===== src/rtl/uart_cmd_parser.sv =====
// rtl/uart_cmd_parser.sv - decodes "W <addr> <data>\r\n" / "R <addr>\r\n" byte streams into commands
// Define UART_CMD_LOWER_EN to also accept lowercase opcodes and hex digits.
`timescale 1ns/1ps
module uart_cmd_parser #(
  parameter int ADDR_HEX    = 4,
  parameter int DATA_HEX    = 8,
  parameter int TIMEOUT_CYC = 100000
) (
  input  logic                  CLK,
  input  logic                  RST_N,
  input  logic                  DATA_EN,
  input  logic [7:0]            DATA_IN,
  output logic                  CMD_VALID,
  input  logic                  CMD_READY,
  output logic                  CMD_WR,
  output logic                  CMD_RD,
  output logic [4*ADDR_HEX-1:0] ADDR,
  output logic [4*DATA_HEX-1:0] DATA,
  output logic                  FAIL,
  output logic [1:0]            ERR_CODE,
  output logic                  OVERRUN,
  output logic                  BUSY
);
  localparam int AW     = 4 * ADDR_HEX;
  localparam int DW     = 4 * DATA_HEX;
  localparam int MAXHEX = (ADDR_HEX > DATA_HEX) ? ADDR_HEX : DATA_HEX;
  localparam int CW     = $clog2(MAXHEX + 1);
  localparam int TW     = (TIMEOUT_CYC > 1) ? $clog2(TIMEOUT_CYC) : 1;
  localparam logic [CW-1:0] A_LAST  = CW'(ADDR_HEX - 1);
  localparam logic [CW-1:0] D_LAST  = CW'(DATA_HEX - 1);
  localparam logic [TW-1:0] TO_LAST = TW'((TIMEOUT_CYC > 0) ? TIMEOUT_CYC - 1 : 0);
  localparam logic [7:0] CH_LF = 8'h0A, CH_CR = 8'h0D, CH_SP = 8'h20;
`ifdef UART_CMD_LOWER_EN
  localparam bit LOWER_EN = 1'b1;
`else
  localparam bit LOWER_EN = 1'b0;
`endif

  typedef enum logic [3:0] {
    S_IDLE, S_SEP1, S_ADDR, S_SEP2, S_DATA, S_CR, S_LF, S_DISCARD, S_HOLD
  } state_t;

  function automatic logic is_hex(input logic [7:0] b);
    return (b >= 8'h30 && b <= 8'h39) || (b >= 8'h41 && b <= 8'h46) ||
           (LOWER_EN && b >= 8'h61 && b <= 8'h66);
  endfunction

  function automatic logic [3:0] hex_val(input logic [7:0] b);
    return (b <= 8'h39) ? b[3:0] : b[3:0] + 4'd9;
  endfunction

  function automatic logic is_op(input logic [7:0] b, input logic [7:0] upper);
    return (b == upper) || (LOWER_EN && b == (upper | 8'h20));
  endfunction

  function automatic logic timed(input state_t s);
    return (s != S_IDLE) && (s != S_HOLD);
  endfunction

  state_t          state, state_n, cur;
  logic            wr;
  logic [AW-1:0]   addr_sr;
  logic [DW-1:0]   data_sr;
  logic [CW-1:0]   dig_cnt;
  logic [TW-1:0]   tcnt;
  logic            wr_q, rd_q, fail_q, overrun_q;
  logic [AW-1:0]   addr_q;
  logic [DW-1:0]   data_q;
  logic [1:0]      err_q, fail_code;
  logic            ack, expired, bad, go_sep1, shift_a, shift_d, cnt_clr, cnt_inc;
  logic            ld_good, ld_fail, drop;

  // A handshake frees the parser this cycle, so a coincident byte is decoded as from IDLE.
  always_comb begin
    ack       = (state == S_HOLD) && CMD_READY;
    cur       = ack ? S_IDLE : state;
    state_n   = cur;
    expired   = (TIMEOUT_CYC != 0) && timed(state) && !DATA_EN && (tcnt == TO_LAST);
    bad       = 1'b0;
    go_sep1   = 1'b0;
    shift_a   = 1'b0;
    shift_d   = 1'b0;
    cnt_clr   = 1'b0;
    cnt_inc   = 1'b0;
    ld_good   = 1'b0;
    ld_fail   = 1'b0;
    fail_code = 2'd1;
    drop      = 1'b0;
    if (expired) begin
      state_n   = S_HOLD;
      ld_fail   = 1'b1;
      fail_code = 2'd2;
    end else if (DATA_EN) begin
      case (cur)
        S_IDLE: begin
          if (is_op(DATA_IN, 8'h57) || is_op(DATA_IN, 8'h52)) begin
            state_n = S_SEP1;
            go_sep1 = 1'b1;
          end else if (DATA_IN != CH_LF) begin
            state_n = S_DISCARD;
          end
        end
        S_SEP1, S_SEP2: begin
          if (DATA_IN == CH_SP) begin
            state_n = (cur == S_SEP1) ? S_ADDR : S_DATA;
            cnt_clr = 1'b1;
          end else bad = 1'b1;
        end
        S_ADDR: begin
          if (is_hex(DATA_IN)) begin
            shift_a = 1'b1;
            if (dig_cnt == A_LAST) begin
              state_n = wr ? S_SEP2 : S_CR;
              cnt_clr = 1'b1;
            end else cnt_inc = 1'b1;
          end else bad = 1'b1;
        end
        S_DATA: begin
          if (is_hex(DATA_IN)) begin
            shift_d = 1'b1;
            if (dig_cnt == D_LAST) begin
              state_n = S_CR;
              cnt_clr = 1'b1;
            end else cnt_inc = 1'b1;
          end else bad = 1'b1;
        end
        S_CR: begin
          if (DATA_IN == CH_CR) state_n = S_LF;
          else bad = 1'b1;
        end
        S_LF: begin
          if (DATA_IN == CH_LF) begin
            state_n = S_HOLD;
            ld_good = 1'b1;
          end else bad = 1'b1;
        end
        S_DISCARD: bad = (DATA_IN == CH_LF);
        S_HOLD:    drop = 1'b1;
        default:   state_n = S_IDLE;
      endcase
      if (bad) begin
        if (DATA_IN == CH_LF) begin
          state_n = S_HOLD;
          ld_fail = 1'b1;
        end else state_n = S_DISCARD;
      end
    end
  end

  always_ff @(posedge CLK or negedge RST_N) begin
    if (!RST_N) begin
      state     <= S_IDLE;
      wr        <= 1'b0;
      addr_sr   <= '0;
      data_sr   <= '0;
      dig_cnt   <= '0;
      tcnt      <= '0;
      wr_q      <= 1'b0;
      rd_q      <= 1'b0;
      addr_q    <= '0;
      data_q    <= '0;
      fail_q    <= 1'b0;
      err_q     <= 2'd0;
      overrun_q <= 1'b0;
    end else begin
      state     <= state_n;
      overrun_q <= drop;
      tcnt      <= (timed(state_n) && !DATA_EN) ? tcnt + 1'b1 : '0;
      if (go_sep1) begin
        wr      <= is_op(DATA_IN, 8'h57);
        addr_sr <= '0;
        data_sr <= '0;
      end
      if (go_sep1 || cnt_clr) dig_cnt <= '0;
      else if (cnt_inc)       dig_cnt <= dig_cnt + 1'b1;
      if (shift_a) addr_sr <= (addr_sr << 4) | AW'(hex_val(DATA_IN));
      if (shift_d) data_sr <= (data_sr << 4) | DW'(hex_val(DATA_IN));
      if (ld_good) begin
        wr_q   <= wr;
        rd_q   <= !wr;
        addr_q <= addr_sr;
        data_q <= wr ? data_sr : '0;
        fail_q <= 1'b0;
        err_q  <= 2'd0;
      end else if (ld_fail || ack) begin
        wr_q   <= 1'b0;
        rd_q   <= 1'b0;
        addr_q <= '0;
        data_q <= '0;
        fail_q <= ld_fail;
        err_q  <= ld_fail ? fail_code : 2'd0;
      end
    end
  end

  assign CMD_VALID = (state == S_HOLD);
  assign BUSY      = (state != S_IDLE);
  assign CMD_WR    = wr_q;
  assign CMD_RD    = rd_q;
  assign ADDR      = addr_q;
  assign DATA      = data_q;
  assign FAIL      = fail_q;
  assign ERR_CODE  = err_q;
  assign OVERRUN   = overrun_q;
endmodule


===== config.mk =====
export PLATFORM = sky130hd
export DESIGN_NAME = uart_cmd_parser
export DESIGN_NICKNAME = d
export VERILOG_FILES = /design/src/rtl/uart_cmd_parser.sv
export SDC_FILE = /design/constraint.sdc
export NUM_CORES = 1
export LEC_CHECK = 0
export CELL_PAD_IN_SITES_DETAIL_PLACEMENT = 0
export CELL_PAD_IN_SITES_GLOBAL_PLACEMENT = 1
export CORE_ASPECT_RATIO = 1.5
export CORE_MARGIN = 2
export CORE_UTILIZATION = 40
export DETAILED_ROUTE_END_ITERATION = 8
export PLACE_DENSITY = 0.78
export SLEW_MARGIN = 10
export SYNTH_ARGS = -nofsm -noshare
export SYNTH_HDL_FRONTEND = slang
export SYNTH_SLANG_ARGS = --single-unit

===== constraint.sdc =====
create_clock -name CLK -period 2.75 [get_ports CLK]
set_clock_uncertainty 0.2 [all_clocks]
set_input_delay 0.6875 -clock CLK [delete_from_list [all_inputs] [get_ports CLK]]
set_output_delay 0.6875 -clock CLK [all_outputs]
set_load 0.02 [all_outputs]

==> flow_summary.yaml, run 1 <==
final_layout:
  mostFrequentLayoutCell: "dfrtp_1"
  drive_gt1_frac: 0.314
  diodes: 0
  final_core_util: 0.613
  area_growth_pct: 51.4
  final_cell_mix: "dfrtp_1, clkdlybuf4s50_1, buf_4"
  nets: 725
  fill_cells: 1133
global_route:
  antenna_found_initial: 0
  grt_overflow: 0
  grt_usage: 0.229
  grt_max_degree: 59
  grt_pass1_wl_um: 27700
  grt_pass1_vias: 5341
job:
  drv_cap: 0
route:
  routed.top_layer: "met4"
  first_pass_iters: 4
  routed-wl-met2_um: 9310
  antenna_left: 0
  routedWlPerCell_um: 18.6
  routed_wl_um: 17000
  drc_errors: 0
  drtIter0Drc: 207
  vias: 5025
  m1WireLength_um: 6430
  via_per_inst: 5.49
  wl_met3_um: 698
sta:
  hold-worst-slack_ns: 0.280
  fmaxAchievable_ghz: 0.324
  setup_viol: 54
  finalWorstSetupSlack_ns: -0.333
  tightestPinTransition_ns: 0.612
  rsz0062_at_grt: "yes"
  finalHoldViolations: 0
  period_needed_ns: 3.08
  fin_crit_sh: 1.12
  drv_slew: 0
  slew_headroom: 0.589
clocking:
  clk_latency_ns: 0.41
  cts_max_level: 4
  clkTransAtPathRegs_ns: 0.06
  cts-root-buf: "clkbuf_16"
  clock-sinks: 128
  cts_tree: "done"
  cts_buffers: 17
  clockBufferDepth: 2
die:
  fp-row-count: 54
  die_w_um: 103
  start_util: 0.405
  io_pins: 68
  fp.dieH_um: 152
  dieArea_um2: 15600
  core-area_um2: 14400
synth:
  synth-seq-cells: 128
  syn_area_um2: 5830
  synth_edf_count: 0
  yosys-top-cells-area: "dfrtp_1, a22o_1, nand3_1, o21ai_0, inv_1"
  synth-xor-area-share: 0.0270
  synth_top_family_by_area: "compound AO/OA/AOI/OAI gates"
  yosysSeqAreaShare: 0.549
  synthMuxAreaShare: 0.00708
  async_flop_share: 1.00
  yosys_most_used_dff: "dfrtp_1"
  syn_area_per_cell_um2: 10.4
  synth-adder-area-share: 0.0129
  yosysWarnings: 0
  post_synth_num_cell_types: 59
  synth-simple-area-share: 0.164
  synth_top_cell_area_share: 0.549
  synth_compound_area_frac: 0.174
  syn-instance-count: 563
  syn-num-nets: 581
  yosys.area.top_type: "dfrtp_1"
power:
  powerDensity_nw_per_um2: 582
  ir_worst_vdd_uv: 465
  p_leak_nw: 3.84
  total_power_mw: 5.14
setup_path:
  worst_path_max_delay_cell: "or4b_4"
  critPathMaxStageDelay_ns: 0.46
  reg2reg_setup_slack_ns: -0.19
  cp_max_fo: 5
  critical_path_class: "in -> reg"
  critPathArrivalTime_ns: 3.22
  startpoint_type: "primary input"
  cp-end-kind: "register"
  cp_cell_sequence: "buf_12 -> inv_12 -> ha_4 -> or4b_4 -> or3_4 -> a221o_1 -> o311a_4 -> nor2_8 -> buf_12 -> buf_8 -> buf_8 -> buf_16 -> a22o_1"
  worstPathRequired_ns: 2.89
worst_hold_path:
  hp-class: "reg -> reg"
placement:
  dp_hpwl_um: 9620
  gp_congestion: 0.867
  io_buffers: 67
run_status:
  violations: "negative setup slack"
  outcome: "finished, violations left"
-- power by group --
| group | leakage (nW) | total [mW] | switching [mW] | internal, mW |
|---|---|---|---|---|
| combinational | 1.78 | 0.792 | 0.414 | 0.378 |
| sequential | 1.77 | 2.02 | 0.0838 | 1.94 |
| clock | 0.294 | 2.33 | 0.844 | 1.48 |
| total | 3.84 | 5.14 | 1.34 | 3.80 |
-- synthesized netlist by cell type (all sizes together), types with 5 or more instances --
master,instances
xnor2,7
nor2,34
o21ai,57
xor2,11
and2,8
nand3,64
ha,6
buf,12
nor4,8
nand2,12
clkbuf,26
a21oi,5
nand2b,7
dfrtp,128
a22o,49
inv,52
or3,9
-- stage by stage --
stage	worst slack, ns	area (µm²)	setup TNS, ns	std cells
finish	-0.333	8830	-14.44	916
global placement	-0.963	7150	-81.48	846
floorplan	-0.245	5900	-15.75	563
global route	-0.363	8830	-16.42	916
detailed placement	-0.994	7150	-83.53	846
CTS	-0.548	8840	-30.82	920
-- state kept, by name (all words and copies together) (netlist names), 2 cells and up --
signal    cells
ADDR         16
DATA         32
ERR_CODE      2
addr_sr      16
data_sr      32
dig_cnt       4
state         4
tcnt         17
-- cell families (layout without fill, tap and decap cells) --
family,count (synthesis),in the layout
DFF,128,128
xor gates and xnor gates,18,18
adders and majority gates,6,6
buffers and inverters,90,247
and+or+nand+nor,173,173
muxes,4,4
AOI/OAI and AO/OA,144,144
-- what timing repair did --
| item | in CTS | in global routing |
|---|---|---|
| gates resized for setup | 185 | 19 |
| cloned | 15 | 1 |
| hold buffers | 1 | 0 |
| hold endpoints to repair | 15 | 0 |
| endpoints found under the setup margin | 111 | 109 |
| pin swaps | 40 | 20 |
| setup buffers | 26 | 5 |
-- worst paths after layout --
path | startpoint | end | depth (start not counted)
hold / removal | CMD_WR | CMD_WR | 1
max in group asynchronous | RST_N | DATA[2] | 3
setup / recovery | DATA_IN[1] | DATA[18] | 13
hold reg to reg | CMD_WR | CMD_WR | 1
setup reg to reg | state[0] | DATA[18] | 11
min in group asynchronous | RST_N | DATA[24] | 2
-- routing by layer --
layer,GRT usage,vias up
met5,0,-
met4,0.0933,0
met3,0.0515,42
met2,0.401,158
met1,0.265,2515
li1,-,2310
-- final cells by class --
cell class	count	area, µm²	share of cell area
well taps	196	245	0.0278
inverters	52	220	0.0249
clock buffers	21	460	0.0522
flip-flops and latches	128	3200	0.363
multi-input cells	345	2660	0.301
repair buffers	163	1880	0.213
clock inverters	11	154	0.0174
-- critical path: cells and delay by family --
kind | cells | cell delay, ns
adder cells (fa/ha/maj) | 1 | 0.12
AO/OA/AOI/OAI | 3 | 0.88
AND/OR/NAND/NOR | 3 | 0.91
buffers and inverters | 6 | 0.62
Note: power is estimated with default switching activity, not from simulation.
==> run 2, diff against run 1 <==
--- a/config.mk
+++ b/config.mk
@@ -9,9 +9,10 @@
 export CELL_PAD_IN_SITES_GLOBAL_PLACEMENT = 1
 export CORE_ASPECT_RATIO = 1.5
 export CORE_MARGIN = 2
-export CORE_UTILIZATION = 40
+export CORE_UTILIZATION = 44
 export DETAILED_ROUTE_END_ITERATION = 8
-export PLACE_DENSITY = 0.78
+export GPL_TIMING_DRIVEN = 0
+export PLACE_DENSITY = 0.82
 export SLEW_MARGIN = 10
 export SYNTH_ARGS = -nofsm -noshare
 export SYNTH_HDL_FRONTEND = slang
==> constraint.sdc (replaced) <==
create_clock -name CLK -period 3.18 [get_ports CLK]
set_clock_uncertainty 0.2 [all_clocks]
set_input_delay 0.795 -clock CLK [delete_from_list [all_inputs] [get_ports CLK]]
set_output_delay 0.795 -clock CLK [all_outputs]
set_load 0.02 [all_outputs]
==> run 2 against run 1 <==
Against the previous run:
- the run now ends clean
- non-clock buffer count is 51 lower
- sequential share of layout area is 6.5 points higher
- sequential cell count stayed put
- largest cell class unchanged
- critical path type unchanged
==> flow_summary.yaml, run 2 (synthesized netlist as in run 1, its figures left out) <==
placement:
  dpl_worst_slack_ns: -1.31
  place_area_um2: 6720
  gp_congestion: 0.874
  dp_hpwl_um: 10200
  io_buffers: 64
  numPlacedInstances: 787
die:
  die_w_um: 98.0
  start_util: 0.450
  io_pins: 68
  core-area_um2: 13000
  fp.dieH_um: 145
  fp-row-count: 51
  dieArea_um2: 14200
clocking:
  clock-sinks: 128
  cts_tree: "done"
  cts-root-buf: "clkbuf_16"
  cts_buffers: 17
  cts_max_level: 4
  clockBufferDepth: 2
  clk_latency_ns: 0.41
  clkTransAtPathRegs_ns: 0.06
route:
  drc_errors: 0
  routed_wl_um: 14600
  vias: 4673
  antenna_left: 0
  routedWlPerCell_um: 17.6
  drtIter0Drc: 206
  via_per_inst: 5.64
  first_pass_iters: 5
sta:
  fmaxAchievable_ghz: 0.319
  period_needed_ns: 3.13
  fin_tns_setup_ns: 0
  setup_viol: 0
  finalWorstSetupSlack_ns: 0.0456
  hold-worst-slack_ns: 0.152
  finalHoldViolations: 0
  rsz0062_at_grt: "no"
  tightestPinTransition_ns: 0.635
  drv_slew: 0
  slew_headroom: 0.577
  fin_crit_sh: 0.986
setup_path:
  startpoint_type: "primary input"
  critPathArrivalTime_ns: 3.28
  rr_endpoint: "CMD_RD"
  endpoint: "DATA[3]"
  critical_path_class: "in -> reg"
  rr_worst_depth: 9
  cp_max_fo: 5
  worstPathRequired_ns: 3.33
  cp-startpoint: "DATA_IN[0]"
  r2r_start: "tcnt[5]"
  cp-end-kind: "register"
  reg2reg_setup_slack_ns: 0.31
final_layout:
  stdcell_area_um2: 7480
  final_core_util: 0.577
  area_growth_pct: 28.2
  finalNonFillerCells: 828
  diodes: 0
  drive_gt1_frac: 0.123
  final_cell_mix: "dfrtp_1, nand3_1, clkdlybuf4s50_1"
  nets: 674
  mostFrequentLayoutCell: "dfrtp_1"
global_route:
  grt_overflow: 0
  grt_pass1_vias: 4718
  grt_usage: 0.210
  antenna_found_initial: 0
  grt_pass1_wl_um: 24000
  grt_max_degree: 72
power:
  total_power_mw: 4.22
  ir_worst_vdd_uv: 397
  powerDensity_nw_per_um2: 565
  p_leak_nw: 3.28
job:
  drv_cap: 0
worst_hold_path:
  hp-class: "in -> async"
run_status:
  outcome: "finished clean"
-- run 2: what timing repair did --
item,in CTS,in global routing
gates cloned,1,1
hold buffers,0,0
resized for setup,30,8
buffers inserted,10,0
pin swaps,6,5
endpoints found under the setup margin,101,71
-- run 2: worst min-delay path by stage --
stage / start / end / slack, ns / depth (start not counted)
after floorplan: tcnt[0] / tcnt[0] / 0.26 / 1
after global placement: CMD_WR / CMD_WR / 0.26 / 1
after global routing: RST_N / data_sr[27] / 0.18 / 1
after detailed placement: CMD_WR / CMD_WR / 0.27 / 1
after CTS: RST_N / DATA[23] / 0.17 / 1
final: RST_N / CMD_WR / 0.15 / 1
-- run 2: where the power goes --
part | total (mW) | internal, mW | leakage, nW | switching, mW
clock | 1.94 | 1.19 | 0.293 | 0.754
combinational | 0.557 | 0.212 | 1.21 | 0.344
sequential | 1.72 | 1.68 | 1.77 | 0.0488
-- run 2: worst max-delay path, cell delays in order --
cell	delay [ns]
buf_2	0.14
inv_4	0.07
ha_4	0.13
or4b_4	0.46
or3_4	0.34
a221o_1	0.42
o311a_4	0.37
nor2_8	0.14
buf_6	0.15
buf_8	0.13
a22o_1	0.13
-- run 2: final cells by class --
| class | instances | area [µm²] |
|---|---|---|
| fillers | 1124 | 5470 |
| flip-flops and latches | 128 | 3200 |
| multi-input cells | 345 | 2290 |
| repair buffers | 77 | 790 |
| clock buffers | 18 | 439 |
| plain buffers | 35 | 201 |
| well taps | 159 | 199 |
| inverters | 52 | 198 |
| clock inverters | 14 | 155 |
-- run 2: metal layers --
metal  track usage  vias up  part of all wire
li1              -     2189                 -
met1         0.250     2347              0.41
met2         0.374      119              0.53
met3        0.0443       18             0.037
met4        0.0653        0             0.016
met5             0        -                 0
